## config.mk

```make
export PLATFORM = sky130hd
export DESIGN_NAME = weighted_audio_mixer
export DESIGN_NICKNAME = d
export VERILOG_FILES = /design/src/rtl/discrete_pkg.sv /design/src/rtl/signed_saturator.sv /design/src/rtl/weighted_audio_mixer.sv
export SDC_FILE = /design/constraint.sdc
export NUM_CORES = 1
export LEC_CHECK = 0
export CAP_MARGIN = 20
export CORE_UTILIZATION = 55
export DETAILED_ROUTE_END_ITERATION = 7
export GPL_ROUTABILITY_DRIVEN = 0
export PLACE_DENSITY = 0.83
export SLEW_MARGIN = 40
export SYNTH_ARGS = -nofsm -noshare
export SYNTH_HDL_FRONTEND = slang
export SYNTH_SLANG_ARGS = --single-unit
```

## constraint.sdc

```tcl
create_clock -name clk -period 7.3 [get_ports clk]
set_input_delay 0.73 -clock clk [delete_from_list [all_inputs] [get_ports clk]]
set_output_delay 0.73 -clock clk [all_outputs]
set_load 0.02 [all_outputs]
```

## src/rtl/discrete_pkg.sv

```systemverilog
// Shared definitions for the discrete audio stages: mixer states, gain format
// default and 16-bit sample limits.
package discrete_pkg;

    typedef enum logic [1:0] {
        IDLE  = 2'd0,
        ACCUM = 2'd1,
        SAT   = 2'd2
    } mixer_state_e;

    localparam int GAIN_FRAC_BITS_DEFAULT = 7;

    localparam logic signed [15:0] SAMPLE_MAX = 16'sh7FFF;
    localparam logic signed [15:0] SAMPLE_MIN = 16'sh8000;

endpackage

```

## src/rtl/signed_saturator.sv

```systemverilog
// Clamps a wide signed value into the 16-bit sample range and flags when the
// clamp changed the value.
module signed_saturator
    import discrete_pkg::*;
#(
    parameter int IN_W = 27
) (
    input  logic signed [IN_W-1:0] value_i,
    output logic signed [15:0]     sat_o,
    output logic                   clip_o
);

    localparam logic signed [IN_W-1:0] MAX_W = IN_W'(SAMPLE_MAX);
    localparam logic signed [IN_W-1:0] MIN_W = IN_W'(SAMPLE_MIN);

    always_comb begin
        sat_o  = value_i[15:0];
        clip_o = 1'b0;
        if (value_i > MAX_W) begin
            sat_o  = SAMPLE_MAX;
            clip_o = 1'b1;
        end else if (value_i < MIN_W) begin
            sat_o  = SAMPLE_MIN;
            clip_o = 1'b1;
        end
    end

endmodule

```

## src/rtl/weighted_audio_mixer.sv

```systemverilog
// Weighted mixer: one shared multiplier walks the snapshotted channels, then the
// accumulated sum is floored, saturated and strobed out.
module weighted_audio_mixer
    import discrete_pkg::*;
#(
    parameter int NUM_INPUTS     = 4,
    parameter int GAIN_FRAC_BITS = GAIN_FRAC_BITS_DEFAULT
) (
    input  logic                     clk,
    input  logic                     reset_n,
    input  logic                     audio_clk_en,
    input  logic [NUM_INPUTS*16-1:0] in,
    input  logic [NUM_INPUTS*8-1:0]  gains,
    output logic signed [15:0]       out,
    output logic                     out_valid,
    output logic                     clipped,
    output logic                     overrun
);

    localparam int ACC_W = 25 + $clog2(NUM_INPUTS);
    localparam int CNT_W = $clog2(NUM_INPUTS + 1);

    mixer_state_e              state_q;
    logic [NUM_INPUTS*16-1:0]  samples_q;
    logic [NUM_INPUTS*8-1:0]   gains_q;
    logic signed [24:0]        prod_q;
    logic signed [24:0]        prod_d;
    logic signed [ACC_W-1:0]   acc_q;
    logic [CNT_W-1:0]          cnt_q;

    logic signed [15:0]        selSample;
    logic [7:0]                selGain;
    logic signed [ACC_W-1:0]   accShifted;
    logic signed [15:0]        satValue;
    logic                      satClip;

    // The multiplier output is registered, so ACCUM runs one extra cycle to fold
    // in the last channel's product; the selector yields zero on that cycle.
    always_comb begin
        selSample = '0;
        selGain   = '0;
        for (int i = 0; i < NUM_INPUTS; i++) begin
            if (cnt_q == CNT_W'(i)) begin
                selSample = samples_q[16*i +: 16];
                selGain   = gains_q[8*i +: 8];
            end
        end
        prod_d = selSample * $signed({1'b0, selGain});
    end

    assign accShifted = acc_q >>> GAIN_FRAC_BITS;

    signed_saturator #(
        .IN_W(ACC_W)
    ) u_sat (
        .value_i(accShifted),
        .sat_o  (satValue),
        .clip_o (satClip)
    );

    always_ff @(posedge clk) begin
        if (!reset_n) begin
            state_q   <= IDLE;
            samples_q <= '0;
            gains_q   <= '0;
            prod_q    <= '0;
            acc_q     <= '0;
            cnt_q     <= '0;
            out       <= '0;
            out_valid <= 1'b0;
            clipped   <= 1'b0;
            overrun   <= 1'b0;
        end else begin
            out_valid <= 1'b0;
            clipped   <= 1'b0;
            case (state_q)
                IDLE: begin
                    if (audio_clk_en) begin
                        samples_q <= in;
                        gains_q   <= gains;
                        prod_q    <= '0;
                        acc_q     <= '0;
                        cnt_q     <= '0;
                        state_q   <= ACCUM;
                    end
                end
                ACCUM: begin
                    if (audio_clk_en) begin
                        overrun <= 1'b1;
                    end
                    prod_q <= prod_d;
                    acc_q  <= acc_q + ACC_W'(prod_q);
                    if (cnt_q == CNT_W'(NUM_INPUTS)) begin
                        state_q <= SAT;
                    end else begin
                        cnt_q <= cnt_q + CNT_W'(1);
                    end
                end
                SAT: begin
                    if (audio_clk_en) begin
                        overrun <= 1'b1;
                    end
                    out       <= satValue;
                    out_valid <= 1'b1;
                    clipped   <= satClip;
                    state_q   <= IDLE;
                end
                default: begin
                    state_q <= IDLE;
                end
            endcase
        end
    end

endmodule
```

Yosys cells after proc, flatten, opt, wreduce, memory -nomap -nowiden

Index checks and enable logic that the tools add are counted.

Register bits: 172
Logic and storage cells: 57

Multiplexer cells: 23
Order comparisons: 2
Reductions and logical operators: 10
Equal/unequal tests: 9
Add/sub/neg operators: 2
$mul: 1

Operator list:

| operator               | number |
|---|---|
| $mux W16               | 6 |
| $pmux W27 S2           | 1 |
| $pmux W25 S2           | 1 |
| $mux W8                | 4 |
| $add A27 B25 Y27       | 1 |
| $mux W27               | 1 |
| $mul A16 B9 Y25        | 1 |
| $mux W25               | 1 |
| $gt A20 B16 Y1 const B | 1 |
| $lt A20 B16 Y1 const B | 1 |
| $reduce_and A2 Y1      | 5 |
| $eq A3 B2 Y1 const B   | 2 |
| $mux W3                | 2 |
| $ne A2 B2 Y1 const B   | 3 |
| $pmux W3 S2            | 1 |
| $mux W2                | 2 |
| $pmux W2 S2            | 1 |
| $add A3 B1 Y3 const B  | 1 |
| $eq A3 B1 Y1 const B   | 1 |
| $eq A3 B3 Y1 const B   | 1 |
| $logic_not A3 Y1       | 1 |
| $mux W1                | 3 |
| $reduce_and A3 Y1      | 1 |
| $eq A2 B1 Y1 const B   | 1 |
| 4 further kinds        | 4 |

Logic depth before layout (Yosys ltp)

Gate-level depths: netlist of the first run.

Word-level depth: 7
Depth in mapped cells: 29
Depth with buffers taken out: 27

Hierarchy

Synthesis of the first run repeated with hierarchy kept, for this count alone.

Cells, all modules: 1600
Area total of the unflattened synthesis: 12758.5 um2

Modules (own cells, without submodules):

| module               | area an instance (um2) | cells each | instances | sequential area each (um2) |
|---|---|---|---|---|
| weighted_audio_mixer | 12544.5                | 1573       | 1         | 3443.3 |
| signed_saturator     | 214.0                  | 27         | 1         | 0.0 |

Least setup slack after synthesis of the first run

OpenSTA, ideal clock, no wires.

Kind: reg-to-reg
Start: register cnt_q[0]
End: register prod_q[21]
Cell stages (with the launch flop): 25
Library setup time: 0.117 ns
Data required time: 7.183 ns
Period minus slack after synthesis: 6.127 ns
Path buffers: 1
Arrival: 6.010 ns
Setup slack: 1.173 ns
Cell sequence: dfxtp_1 -> inv_1 -> ha_1 -> nor3b_1 -> buf_2 -> a22oi_1 -> a211oi_1 -> a21oi_1 -> or2_2 -> fa_1 -> inv_1 -> fa_1 -> fa_1 -> inv_1 -> fa_1 -> inv_1 -> ha_1 -> a21o_1 -> a21o_1 -> a21oi_1 -> nand2_1 -> o31ai_2 -> a21boi_1 -> or3_1 -> a32o_1

Cells in the longest elaborated chain, start to end: 7
Elaborated cells on any way between the ends: 14
Those cells by class: 1 x mul; 3 x eq/ne; 9 x mux; 1 x reduce/logical

Ends and longest elaborated chain:

| what                                             | line                       | source |
|---|---|---|
| start, declared                                  | weighted_audio_mixer.sv:29 | `logic [CNT_W-1:0] cnt_q;` |
| start signal, assigned                           | weighted_audio_mixer.sv:96 | `cnt_q <= cnt_q + CNT_W'(1);` |
| $logic_not A3 Y1                                 | weighted_audio_mixer.sv:43 | `if (cnt_q == CNT_W'(i)) begin` |
| $mux W16 or $mux W8 (tied branches) (4 in a row) | weighted_audio_mixer.sv:43 |  |
| $mul A16 B9 Y25 *                                | weighted_audio_mixer.sv:48 | `prod_d = selSample * $signed({1'b0, selGain});` |
| $pmux W25 S2 *                                   | weighted_audio_mixer.sv:76 | `case (state_q)` |
| end signal, assigned                             | weighted_audio_mixer.sv:91 | `prod_q <= prod_d;` |
| end, declared                                    | weighted_audio_mixer.sv:26 | `logic signed [24:0] prod_q;` |

Mark *: on every way between the ends. The rest lies on a longest branch, timed or not.
A chain may end at the register's enable or synchronous reset.

Final worst setup path of the first run

Start: register cnt_q[1]
End: register prod_q[21]

The elaborated chain is that of the path after synthesis.

==> results by group, run 1 <==
Setup path
  – Arrival @ worst endpoint: 7.19 ns
  – Critical setup path kind: reg2reg
  – Startpoint Class: flop
  – R2R depth: 26
  – Worst Path Required: 7.63 ns
  – R2R setup slack: 0.44 ns
  – CP delay by family, top: adder cells
  – Reg2reg end: prod_q[21]$_SDFFE_PN0P_
  – CP endpoint kind: flop
  – Reg2reg start: cnt_q[1]$_SDFFE_PN0P_
  – Crit path max fanout: 24
  – Crit-path slowest cell: a21oi_1
  – Worst path bufs/invs: 8
  – Instance count on the critical path: 26
  – Largest stage delay on the critical path: 0.62 ns
  – Most used cell, CP: inv_1

Clock network
  – Gates resized, CTS repair: 0
  – CTS tree: yes
  – Root buffer cell: clkbuf_16
  – Post-CTS Setup Bufs: 0
  – Clock tree buffer depth: 2
  – H-tree depth: 4
  – Clock sinks: 172
  – Latest clock arrival within the worst-skew pair: 0.45 ns
  – CTS Buf Count: 17
  – Clock transition at path regs: 0.08 ns
  – Hold-fix buffers, CTS: 0

Detailed routing
  – Wirelength, routed: 29800 um
  – ANT nets after route: 0
  – Wirelength per Cell: 15.4 um
  – Via Count: 11000
  – Drt via density: 5.65
  – Initial DRC Count: 973
  – DR pass1 iterations: 6
  – DR DRC count: 0

Pwr
  – Sw Share: 33.4%
  – NetSw: 839 uW
  – Pint: 1.68 mW
  – Sequential share of power: 40.6%
  – Leak: 6.50 nW
  – Pwr dens: 173 mW/mm^2
  – Worst ir drop on vdd: 0.133 mV
  – Clk network pwr share: 36.7%
  – Logic pwr share: 22.7%

Floorplan
  – IO Pins: 118
  – Chip Width: 153 um
  – Initial Util: 56.8%
  – Total die area: 0.0235 mm^2
  – Die Ht: 153 um
  – Core Footprint: 0.0222 mm^2
  – Row cnt: 54

Logic synthesis
  – Sequential cell area fraction in the yosys report: 27.4%
  – Distinct cell type count after synthesis: 65
  – Most used flip-flop cell after synthesis: dfxtp_1
  – Top-area cell type share of the netlist area: 27.4%
  – Synth warn: 0
  – Number of synthesized flops with an enable pin: 0
  – Gate Count Post-Synth: 1579
  – Synth area leader: dfxtp_1
  – Most numerous cell in the Yosys netlist: nand2_1
  – Synth top cells by count: 281 x nand2_1, 178 x a21oi_1, 176 x inv_1
  – Syn Nets: 1865
  – Mapped Avg Cell Area: 7.97 um^2
  – Post-synthesis async set-or-reset flop share: 0%
  – Area contributors post-synth: dfxtp_1 27%, fa_1 16%, nand2_1 8.4%
  – FF+latch count, synth: 172
  – Post-synthesis cell area: 0.0126 mm^2

Finish
  – Number of diodes: 0
  – Area grow syn2layout: 15.7%
  – Sequential cell area: 0.00344 mm^2
  – FILL cells: 1802
  – Layout cells sized above 1: 4.87%
  – Area occupied by multi-input gates: 0.00819 mm^2
  – Nets: 1935
  – Final Cell Area: 0.0146 mm^2

Global route
  – Met2 Use GR: 44.7%
  – Grt peak-use layer: met2
  – Met1 global-route usage: 33.9%
  – Vias in the first global route: 10800
  – Global-route wire length before repair: 50900 um
  – Largest net degree at the start of global routing: 114
  – Initial antenna violation count: 0
  – Total grt overflow: 0
  – Gr usage total: 26.4%
  – Met3 Track Usage GR: 4.05%

Timing
  – Hold Vio Cnt, Final: 0
  – Fin Setup TNS: 0 ns
  – Worst-Margin Slew: 0.815 ns
  – Unrepaired setup endpoints after global routing: no
  – Max Fclk: 146 MHz
  – Setup Skew: 0.0166 ns
  – Slew headroom: 45.7%
  – Tmin final: 6.86 ns
  – Final setup viols: 0
  – Period Utilization, post-route: 93.9%
  – Final Slew Violations: 0

Run status
  – Status: complete, no violations

Min path
  – HP Start: samples_q[62]$_SDFFE_PN0P_
  – Hold EP: samples_q[62]$_SDFFE_PN0P_
  – Worst hold path type: reg2reg
  – Cell depth of the worst hold path: 2

Placement
  – Port-buffer cells: 117
  – DP HPWL: 22900 um
  – Cell Area, Placed: 0.0139 mm^2

Job
  – Max-cap viol count: 0
registers in the layout, summed over array words and instances, names as in the netlist:
| register | count |
|---|---|
| acc_q | 27 |
| clipped | 1 |
| cnt_q | 3 |
| gains_q | 32 |
| out | 16 |
| out_valid | 1 |
| overrun | 1 |
| prod_q | 25 |
| samples_q | 64 |
| state_q | 2 |
final cells by class:
type                       count  share of cell area, %
multi-input combinational   1149                   56.2
sequential                   172                   23.6
timing repair buffer         132                   8.98
inverter                     177                   4.58
clock buffer                  17                   2.92
tap                          280                   2.41
clock inverter                15                   1.27
cells in the final DEF, fill, tap and decap left out, types with 3 or more instances in the layout:
| cell | count |
|---|---|
| a32oi_1 | 4 |
| inv_8 | 7 |
| and2_2 | 3 |
| a21oi_1 | 177 |
| or3_1 | 6 |
| o21ai_0 | 41 |
| nand3_1 | 15 |
| nor3_1 | 8 |
| a21oi_2 | 3 |
| o211ai_1 | 17 |
| xnor2_1 | 23 |
| a211oi_1 | 27 |
| o21bai_1 | 6 |
| xor2_1 | 15 |
| clkbuf_16 | 17 |
| inv_1 | 176 |
| nand2b_1 | 31 |
| nand4_1 | 5 |
| nor2_1 | 150 |
| clkinv_8 | 4 |
| clkdlybuf4s50_1 | 117 |
| o21ai_1 | 7 |
| o21a_1 | 5 |
| a22oi_1 | 44 |
| and3_1 | 7 |
| nor2b_1 | 4 |
| dfxtp_1 | 172 |
| a21boi_0 | 4 |
| or2_2 | 8 |
| nand2_1 | 280 |
| buf_6 | 3 |
| ha_1 | 82 |
| buf_4 | 11 |
| a21o_1 | 24 |
| a31oi_1 | 5 |
| fa_1 | 103 |
layer usage:
metal,up-vias,wire [um],part of all wire [%]
li1,5352,-,-
met1,5145,12900,43
met2,391,14300,48
met3,86,1620,5.4
met4,0,1040,3.5
met5,-,0,0
stage by stage:
step	hold WS [ns]	setup WS (ns)	utilization, %	instances	power, mW
2_1_floorplan	0.430	1.17	-	1579	1.43
3_3_place_gp	0.444	0.676	62.9	1910	1.58
3_5_place_dp	0.447	0.490	62.9	1910	1.60
4_1_cts	0.457	0.478	65.7	1942	2.51
5_1_grt	0.480	0.0542	65.7	1942	2.63
6_report	0.457	0.444	65.7	1942	2.51
cell families after synthesis:
logic type               after synthesis  share of synthesized area (%)
AND/OR/NAND/NOR                      528                           17.5
AO/OA/AOI/OAI                        393                           19.7
buffers and inverters                258                           7.84
adder cells (fa/ha/maj)              187                           24.7
flip-flops                           172                           27.4
XOR/XNOR                              38                           2.64
multiplexers                           3                          0.248
how the worst max path moves through the flow:
stage,start,to
after floorplan,cnt_q[0]$_SDFFE_PN0P_,prod_q[21]$_SDFFE_PN0P_
after global placement,cnt_q[0]$_SDFFE_PN0P_,prod_q[21]$_SDFFE_PN0P_
after detailed placement,cnt_q[0]$_SDFFE_PN0P_,prod_q[21]$_SDFFE_PN0P_
after CTS,cnt_q[0]$_SDFFE_PN0P_,prod_q[21]$_SDFFE_PN0P_
after global routing,cnt_q[0]$_SDFFE_PN0P_,prod_q[21]$_SDFFE_PN0P_
final,cnt_q[1]$_SDFFE_PN0P_,prod_q[21]$_SDFFE_PN0P_
worst min-delay path, cell delays in order (launching register included):
cell	delay [ns]
dfxtp_1	0.31
nand2_1	0.05
a21oi_1	0.05
power groups by stage:
stage	clock network (mW)	logic, mW	registers, mW
floorplan	0	0.396	1.03
CTS	0.930	0.566	1.02
global placement	0	0.544	1.04
detailed placement	0	0.562	1.04
finish	0.924	0.570	1.02
global route	0.971	0.638	1.03
Power figures use the tool's default switching activity.
==> inputs of run 2 (changes only) <==
CTS_BUF_LIST = sky130_fd_sc_hd__clkbuf_8   (was default)
==> run 2 against run 1 <==
Compared with the run above:
- die area stayed put
- largest cell class unchanged
- clock power down 25%
- sequential share of layout area rose by 0.31 points
- first-iteration DRC count is 16% lower
- sequential power hardly changed
- via count barely moved
- global-route usage decreased by 0.31 points
- count of clock-buffer cells in the layout is the same
- largest power group unchanged
- fmax rose by 0.81%
==> results by group, run 2 (synthesized netlist as in run 1, its figures left out) <==
Placement
  – DP HPWL: 22900 um (unchanged)
  – Port-buffer cells: 117 (unchanged)
  – Cell Area, Placed: 0.0139 mm^2 (unchanged)
  – Dpl cells: 1910 (unchanged)
  – Dpl ws: 0.490 ns (unchanged)

Timing
  – Period Utilization, post-route: 93.2% (-0.75 points)
  – Slew headroom: 45.3% (-0.36 points)
  – Worst-Margin Slew: 0.820 ns (+0.00536 ns)
  – Setup Skew: 0.0264 ns (+0.00980 ns)
  – Tmin final: 6.80 ns (-0.0550 ns)
  – Fin worst setup slack: 0.499 ns (+0.0550 ns)
  – Fin Setup TNS: 0 ns (unchanged)
  – Final Slew Violations: 0 (unchanged)
  – Hold_ws: 0.461 ns (+0.00375 ns)
  – Final setup viols: 0 (unchanged)
  – Max Fclk: 147 MHz (+0.81%)
  – Hold Vio Cnt, Final: 0 (unchanged)
  – Unrepaired setup endpoints after global routing: no

Detailed routing
  – Initial DRC Count: 821 (-16%)
  – Wirelength, routed: 29500 um (-1.2%)
  – Wirelength per Cell: 15.2 um (-1.2%)
  – Drt via density: 5.65 (about the same)
  – ANT nets after route: 0 (unchanged)
  – DR pass1 iterations: 5 (-1)
  – DR DRC count: 0 (unchanged)
  – Via Count: 11000 (+0.055%)

Clock network
  – Clock sinks: 172 (unchanged)
  – Clock transition at path regs: 0.11 ns (+0.03 ns)
  – Latest clock arrival within the worst-skew pair: 0.48 ns (+0.03 ns)
  – CTS tree: yes
  – H-tree depth: 4 (unchanged)
  – Clock tree buffer depth: 2 (unchanged)
  – Gates resized, CTS repair: 0 (unchanged)
  – Post-CTS Setup Bufs: 0 (unchanged)
  – CTS Buf Count: 17 (unchanged)
  – Root buffer cell: clkbuf_8
  – Hold-fix buffers, CTS: 0 (unchanged)

Floorplan
  – Die Ht: 153 um (unchanged)
  – IO Pins: 118 (unchanged)
  – Chip Width: 153 um (unchanged)
  – Row cnt: 54 (unchanged)
  – Total die area: 0.0235 mm^2 (unchanged)
  – Core Footprint: 0.0222 mm^2 (unchanged)
  – Initial Util: 56.8% (unchanged)

Setup path
  – Reg2reg start: cnt_q[1]$_SDFFE_PN0P_
  – Largest stage delay on the critical path: 0.63 ns (about the same)
  – CP delay by family, top: adder cells
  – Most used cell, CP: inv_1
  – Critical setup path kind: reg2reg
  – Arrival @ worst endpoint: 7.17 ns (-0.02 ns)
  – CP endpoint kind: flop
  – Reg2reg end: prod_q[21]$_SDFFE_PN0P_
  – CP startpoint: cnt_q[1]$_SDFFE_PN0P_
  – Worst Path Required: 7.67 ns (+0.04 ns)
  – Crit path max fanout: 24 (unchanged)
  – Crit-path slowest cell: a21oi_1
  – R2R depth: 26 (unchanged)
  – Startpoint Class: flop
  – R2R setup slack: 0.50 ns (+0.06 ns)
  – Worst path bufs/invs: 8 (unchanged)

Pwr
  – Pwr dens: 159 mW/mm^2 (-8.1%)
  – Total design power: 2.28 mW (-9.3%)
  – Worst ir drop on vdd: 0.109 mV (-18%)
  – Leak: 6.41 nW (-1.3%)

Min path
  – Worst hold path type: reg2reg
  – Hold EP: samples_q[62]$_SDFFE_PN0P_
  – HP Start: samples_q[62]$_SDFFE_PN0P_
  – Cell depth of the worst hold path: 2 (unchanged)

Finish
  – Final Cell Area: 0.0144 mm^2 (-1.3%)
  – Largest registers: samples_q: 64 flops, gains_q: 32 flops, acc_q: 27 flops
  – Area grow syn2layout: 14.2%
  – Nets: 1935 (unchanged)
  – Final core occ: 64.9% (-0.86 points)
  – Layout cells sized above 1: 4.87% (unchanged)
  – Number of diodes: 0 (unchanged)
  – Non-Filler Instances: 1942 (unchanged)
  – Commonest non-fill, non-tap cell in the layout: nand2_1
  – Most frequent cells in the layout: 280 x nand2_1, 177 x a21oi_1, 176 x inv_1, 172 x dfxtp_1, 150 x nor2_1
  – Max reg flops: 64 (unchanged)
  – Reg with most FFs: samples_q

Run status
  – Status: complete, no violations

Global route
  – Vias in the first global route: 10700 (-1.1%)
  – Total grt overflow: 0 (unchanged)
  – Global-route wire length before repair: 50300 um (-1.2%)
  – Initial antenna violation count: 0 (unchanged)
  – Largest net degree at the start of global routing: 114 (unchanged)
  – Gr usage total: 26.0% (-0.31 points)

Job
  – Max-cap viol count: 0 (unchanged)
==> run 2: cell counts in the layout (fill, tap and decap cells not counted) <==
Identical to the previous run, type by type.
==> run 2: layout make-up <==
class / instances / area (um^2)
multi-input cells: 1149 / 8190
clock inverters: 15 / 185
repair buffers: 132 / 1310
inverters: 177 / 667
well taps: 280 / 350
flip-flops and latches: 172 / 3440
clock buffers: 17 / 234
fillers: 1826 / 7790
==> run 2: layer usage <==
layer / vias up / wire [um] / track usage, % / share of wire [%]
met4: 0 / 809 / 8.32 / 2.7
met1: 5156 / 12700 / 33.7 / 43
met3: 63 / 1730 / 4.17 / 5.8
met2: 426 / 14300 / 44.4 / 48
li1: 5335 / - / - / -
met5: - / 0 / 0 / 0
==> run 2: worst max path at each step <==
stage / depth (start not counted) / slack (ns) / to
2_1_floorplan: 24 / 1.17 / prod_q[21]$_SDFFE_PN0P_
3_5_place_dp: 23 / 0.49 / prod_q[21]$_SDFFE_PN0P_
3_3_place_gp: 23 / 0.68 / prod_q[21]$_SDFFE_PN0P_
6_report: 26 / 0.50 / prod_q[21]$_SDFFE_PN0P_
5_1_grt: 25 / 0.05 / prod_q[21]$_SDFFE_PN0P_
4_1_cts: 23 / 0.38 / prod_q[21]$_SDFFE_PN0P_
==> run 2: tightest hold or removal path, delay by kind of cell (launching register included) <==
family           cells  cell delay, ns
flip-flops           1            0.32
AND/OR/NAND/NOR      1            0.05
AO/OA/AOI/OAI        1            0.05
==> run 2: where the power goes <==
group,internal (mW),switching (mW),leakage [nW],total [mW]
clock network,0.268,0.423,0.208,0.691
logic,0.220,0.349,4.80,0.569
registers,0.987,0.0338,1.40,1.02
==> inputs of run 3 (changes only) <==
PLACE_DENSITY = 0.86   (was 0.83)
clock period = 5.5 ns   (was 7.3 ns; I/O delays follow)
==> run 3 against run 2 <==
Compared with the run above:
- the flow now finishes with violations (negative setup slack)
- non-clock buffer count rose by 147
- setup slack got worse by 1.1 ns
- fmax rose by 11%
- combinational power rose by 93%
- via count rose by 18%
- largest cell class unchanged
- largest power group unchanged
- highest routed layer unchanged
==> results by group, run 3 (synthesized netlist as in run 1, its figures left out) <==
Run status
  – Status: complete, but fails checks
  – Failing checks: negative setup slack

Timing
  – Tmin final: 6.13 ns (-0.674 ns)
  – Period Utilization, post-route: 111% (+18 points)
  – Fin worst setup slack: -0.628 ns (-1.13 ns)
  – Max Fclk: 163 MHz (+11%)
  – Fin Setup TNS: -6.06 ns (-6.06 ns)
  – Hold Vio Cnt, Final: 0 (unchanged)
  – Unrepaired setup endpoints after global routing: yes
  – Final setup viols: 14 (+14)
  – Worst-Margin Slew: 0.845 ns (+0.0253 ns)
  – Setup Skew: 0.0282 ns (+0.00178 ns)
  – Slew headroom: 43.6% (-1.7 points)
  – Hold_ws: 0.473 ns (+0.0118 ns)
  – Final Slew Violations: 0 (unchanged)

Clock network
  – Clock tree buffer depth: 2 (unchanged)
  – Clock transition at path regs: 0.12 ns (about the same)
  – CTS Buf Count: 17 (unchanged)
  – CTS tree: yes
  – Latest clock arrival within the worst-skew pair: 0.52 ns (+0.04 ns)
  – Clock sinks: 172 (unchanged)
  – Root buffer cell: clkbuf_8
  – Hold-fix buffers, CTS: 0 (unchanged)
  – H-tree depth: 4 (unchanged)

Finish
  – Non-Filler Instances: 2089 (+7.6%)
  – Number of diodes: 0 (unchanged)
  – Commonest non-fill, non-tap cell in the layout: nand2_1
  – FILL cells: 1355 (-26%)
  – Most frequent cells in the layout: 271 x nand2_1, 170 x dfxtp_1, 159 x inv_1, 159 x a21oi_1, 145 x buf_4
  – Reg with most FFs: samples_q
  – Largest registers: samples_q: 64 flops, gains_q: 32 flops, acc_q: 27 flops
  – Max reg flops: 64 (unchanged)
  – Area grow syn2layout: 29.6%
  – Nets: 2082 (+7.6%)
  – Layout cells sized above 1: 19.6% (+15 points)
  – Final core occ: 73.6% (+8.7 points)
  – Area occupied by multi-input gates: 0.00882 mm^2 (+7.7%)
  – Sequential cell area: 0.00345 mm^2 (+0.15%)
  – Final Cell Area: 0.0163 mm^2 (+13%)

Setup path
  – Startpoint Class: flop
  – Worst Path Required: 5.91 ns (-1.76 ns)
  – Reg2reg start: cnt_q[1]$_SDFFE_PN0P_
  – Setup crit end: prod_q[24]$_SDFFE_PN0P_
  – R2R depth: 28 (+7.7%)
  – Critical setup path kind: reg2reg
  – Reg2reg end: prod_q[24]$_SDFFE_PN0P_
  – Crit path max fanout: 6 (-75%)
  – Most used cell, CP: fa_1
  – Arrival @ worst endpoint: 6.54 ns (-0.63 ns)
  – Crit-path slowest cell: fa_1
  – CP startpoint: cnt_q[1]$_SDFFE_PN0P_
  – CP endpoint kind: flop
  – R2R setup slack: -0.63 ns (-1.13 ns)
  – Largest stage delay on the critical path: 0.55 ns (-0.08 ns)

Detailed routing
  – Wirelength per Cell: 19.6 um (+29%)
  – Met3 Wirelength: 3870 um (+120%)
  – Wirelength, routed: 41000 um (+39%)
  – Wl on met1: 14500 um (+14%)
  – Drt via density: 6.18 (+9.3%)
  – Top Metal Used: met4
  – ANT nets after route: 0 (unchanged)
  – Met2 Wirelength: 19900 um (+40%)
  – DR DRC count: 0 (unchanged)
  – DR pass1 iterations: 7 (+2)
  – Initial DRC Count: 1327 (+62%)
  – Via Count: 12900 (+18%)

Pwr
  – Sw Share: 38.1% (+2.7 points)
  – Logic pwr share: 31.6% (+6.6 points)
  – NetSw: 1.33 mW (+64%)
  – Pint: 2.16 mW (+46%)
  – Clk network pwr share: 29.4% (-0.9 points)
  – Total design power: 3.48 mW (+53%)
  – Worst ir drop on vdd: 0.164 mV (+51%)
  – Sequential share of power: 39.1% (-5.6 points)
  – Leak: 7.28 nW (+14%)
  – Pwr dens: 214 mW/mm^2 (+35%)

Floorplan
  – Chip Width: 153 um (unchanged)
  – IO Pins: 118 (unchanged)
  – Die Ht: 153 um (unchanged)
  – Core Footprint: 0.0222 mm^2 (unchanged)
  – Initial Util: 56.8% (unchanged)
  – Row cnt: 54 (unchanged)
  – Total die area: 0.0235 mm^2 (unchanged)

Global route
  – Initial antenna violation count: 0 (unchanged)
  – Total grt overflow: 0 (unchanged)
  – Largest net degree at the start of global routing: 97 (-15%)
  – Gr usage total: 31.1% (+5.1 points)
  – Global-route wire length before repair: 58700 um (+17%)
  – Vias in the first global route: 12600 (+18%)

Placement
  – DP HPWL: 25200 um (+10%)
  – Cell Area, Placed: 0.0151 mm^2 (+8.4%)
  – Dpl cells: 2024 (+6.0%)
  – Dpl ws: -0.434 ns (-0.924 ns)
  – Port-buffer cells: 117 (unchanged)

Min path
  – Worst hold path type: reg2reg

Job
  – Max-cap viol count: 0 (unchanged)
[run 3: cell count changes in the layout (fill, tap and decap cells not counted), moves of 11 or more]
cell      delta
a211oi_1    -22
a211oi_2    +21
a21oi_1     -18
a21oi_2     +16
a22oi_1     -14
a22oi_2     +14
buf_4      +134
ha_1        -13
ha_4        +12
inv_1       -17
inv_2       +15
o21ai_0     -11
[run 3: how the worst min path moves through the flow]
stage                                        start                       end  slack [ns]  depth (start not counted)
final                      prod_q[19]$_SDFFE_PN0P_   prod_q[19]$_SDFFE_PN0P_        0.47                          2
after global routing      gains_q[31]$_SDFFE_PN0P_  gains_q[31]$_SDFFE_PN0P_        0.49                          2
after CTS                 gains_q[21]$_SDFFE_PN0P_  gains_q[21]$_SDFFE_PN0P_        0.46                          2
after detailed placement  gains_q[21]$_SDFFE_PN0P_  gains_q[21]$_SDFFE_PN0P_        0.45                          2
after global placement    gains_q[21]$_SDFFE_PN0P_  gains_q[21]$_SDFFE_PN0P_        0.44                          2
after floorplan            prod_q[11]$_SDFFE_PN0P_   prod_q[11]$_SDFFE_PN0P_        0.43                          2
[run 3: layer usage]
layer  track usage (%)  vias up
li1                  -     5639
met1              35.6     6117
met2              54.8      869
met3              6.38      282
met4              15.9        0
met5                 0        -
[run 3: power groups by stage]
stage	registers (mW)	logic, mW	clock network (mW)
final	1.36	1.10	1.02
after global routing	1.36	1.18	1.06
after floorplan	1.37	0.566	0
after CTS	1.35	0.967	1.01
after detailed placement	1.38	0.917	0
after global placement	1.38	0.882	0
[run 3: layout make-up]
type                            count  area share [%]
Tap cell                          280            2.15
Inverter                          177            4.13
Clock inverter                     15            1.33
Clock buffer                       17            1.43
Timing Repair Buffer              279            15.7
Multi-Input combinational cell   1149            54.1
Sequential cell                   172            21.1
[run 3: repair_timing]
item                                    CTS  global route
buffers inserted                          5            26
endpoints found under the setup margin   12            15
cloned                                    1             3
pin swaps                                13            26
gates resized for setup                  46            70
[run 3: critical path, delay by kind of cell (launching register included)]
kind,cells,cell delay [ns]
AND/OR/NAND/NOR,5,0.87
multiplexers,1,0.14
adder cells (fa/ha/maj),6,2.39
flip-flops,1,0.37
buffers and inverters,10,1.09
AO/OA/AOI/OAI,6,1.13
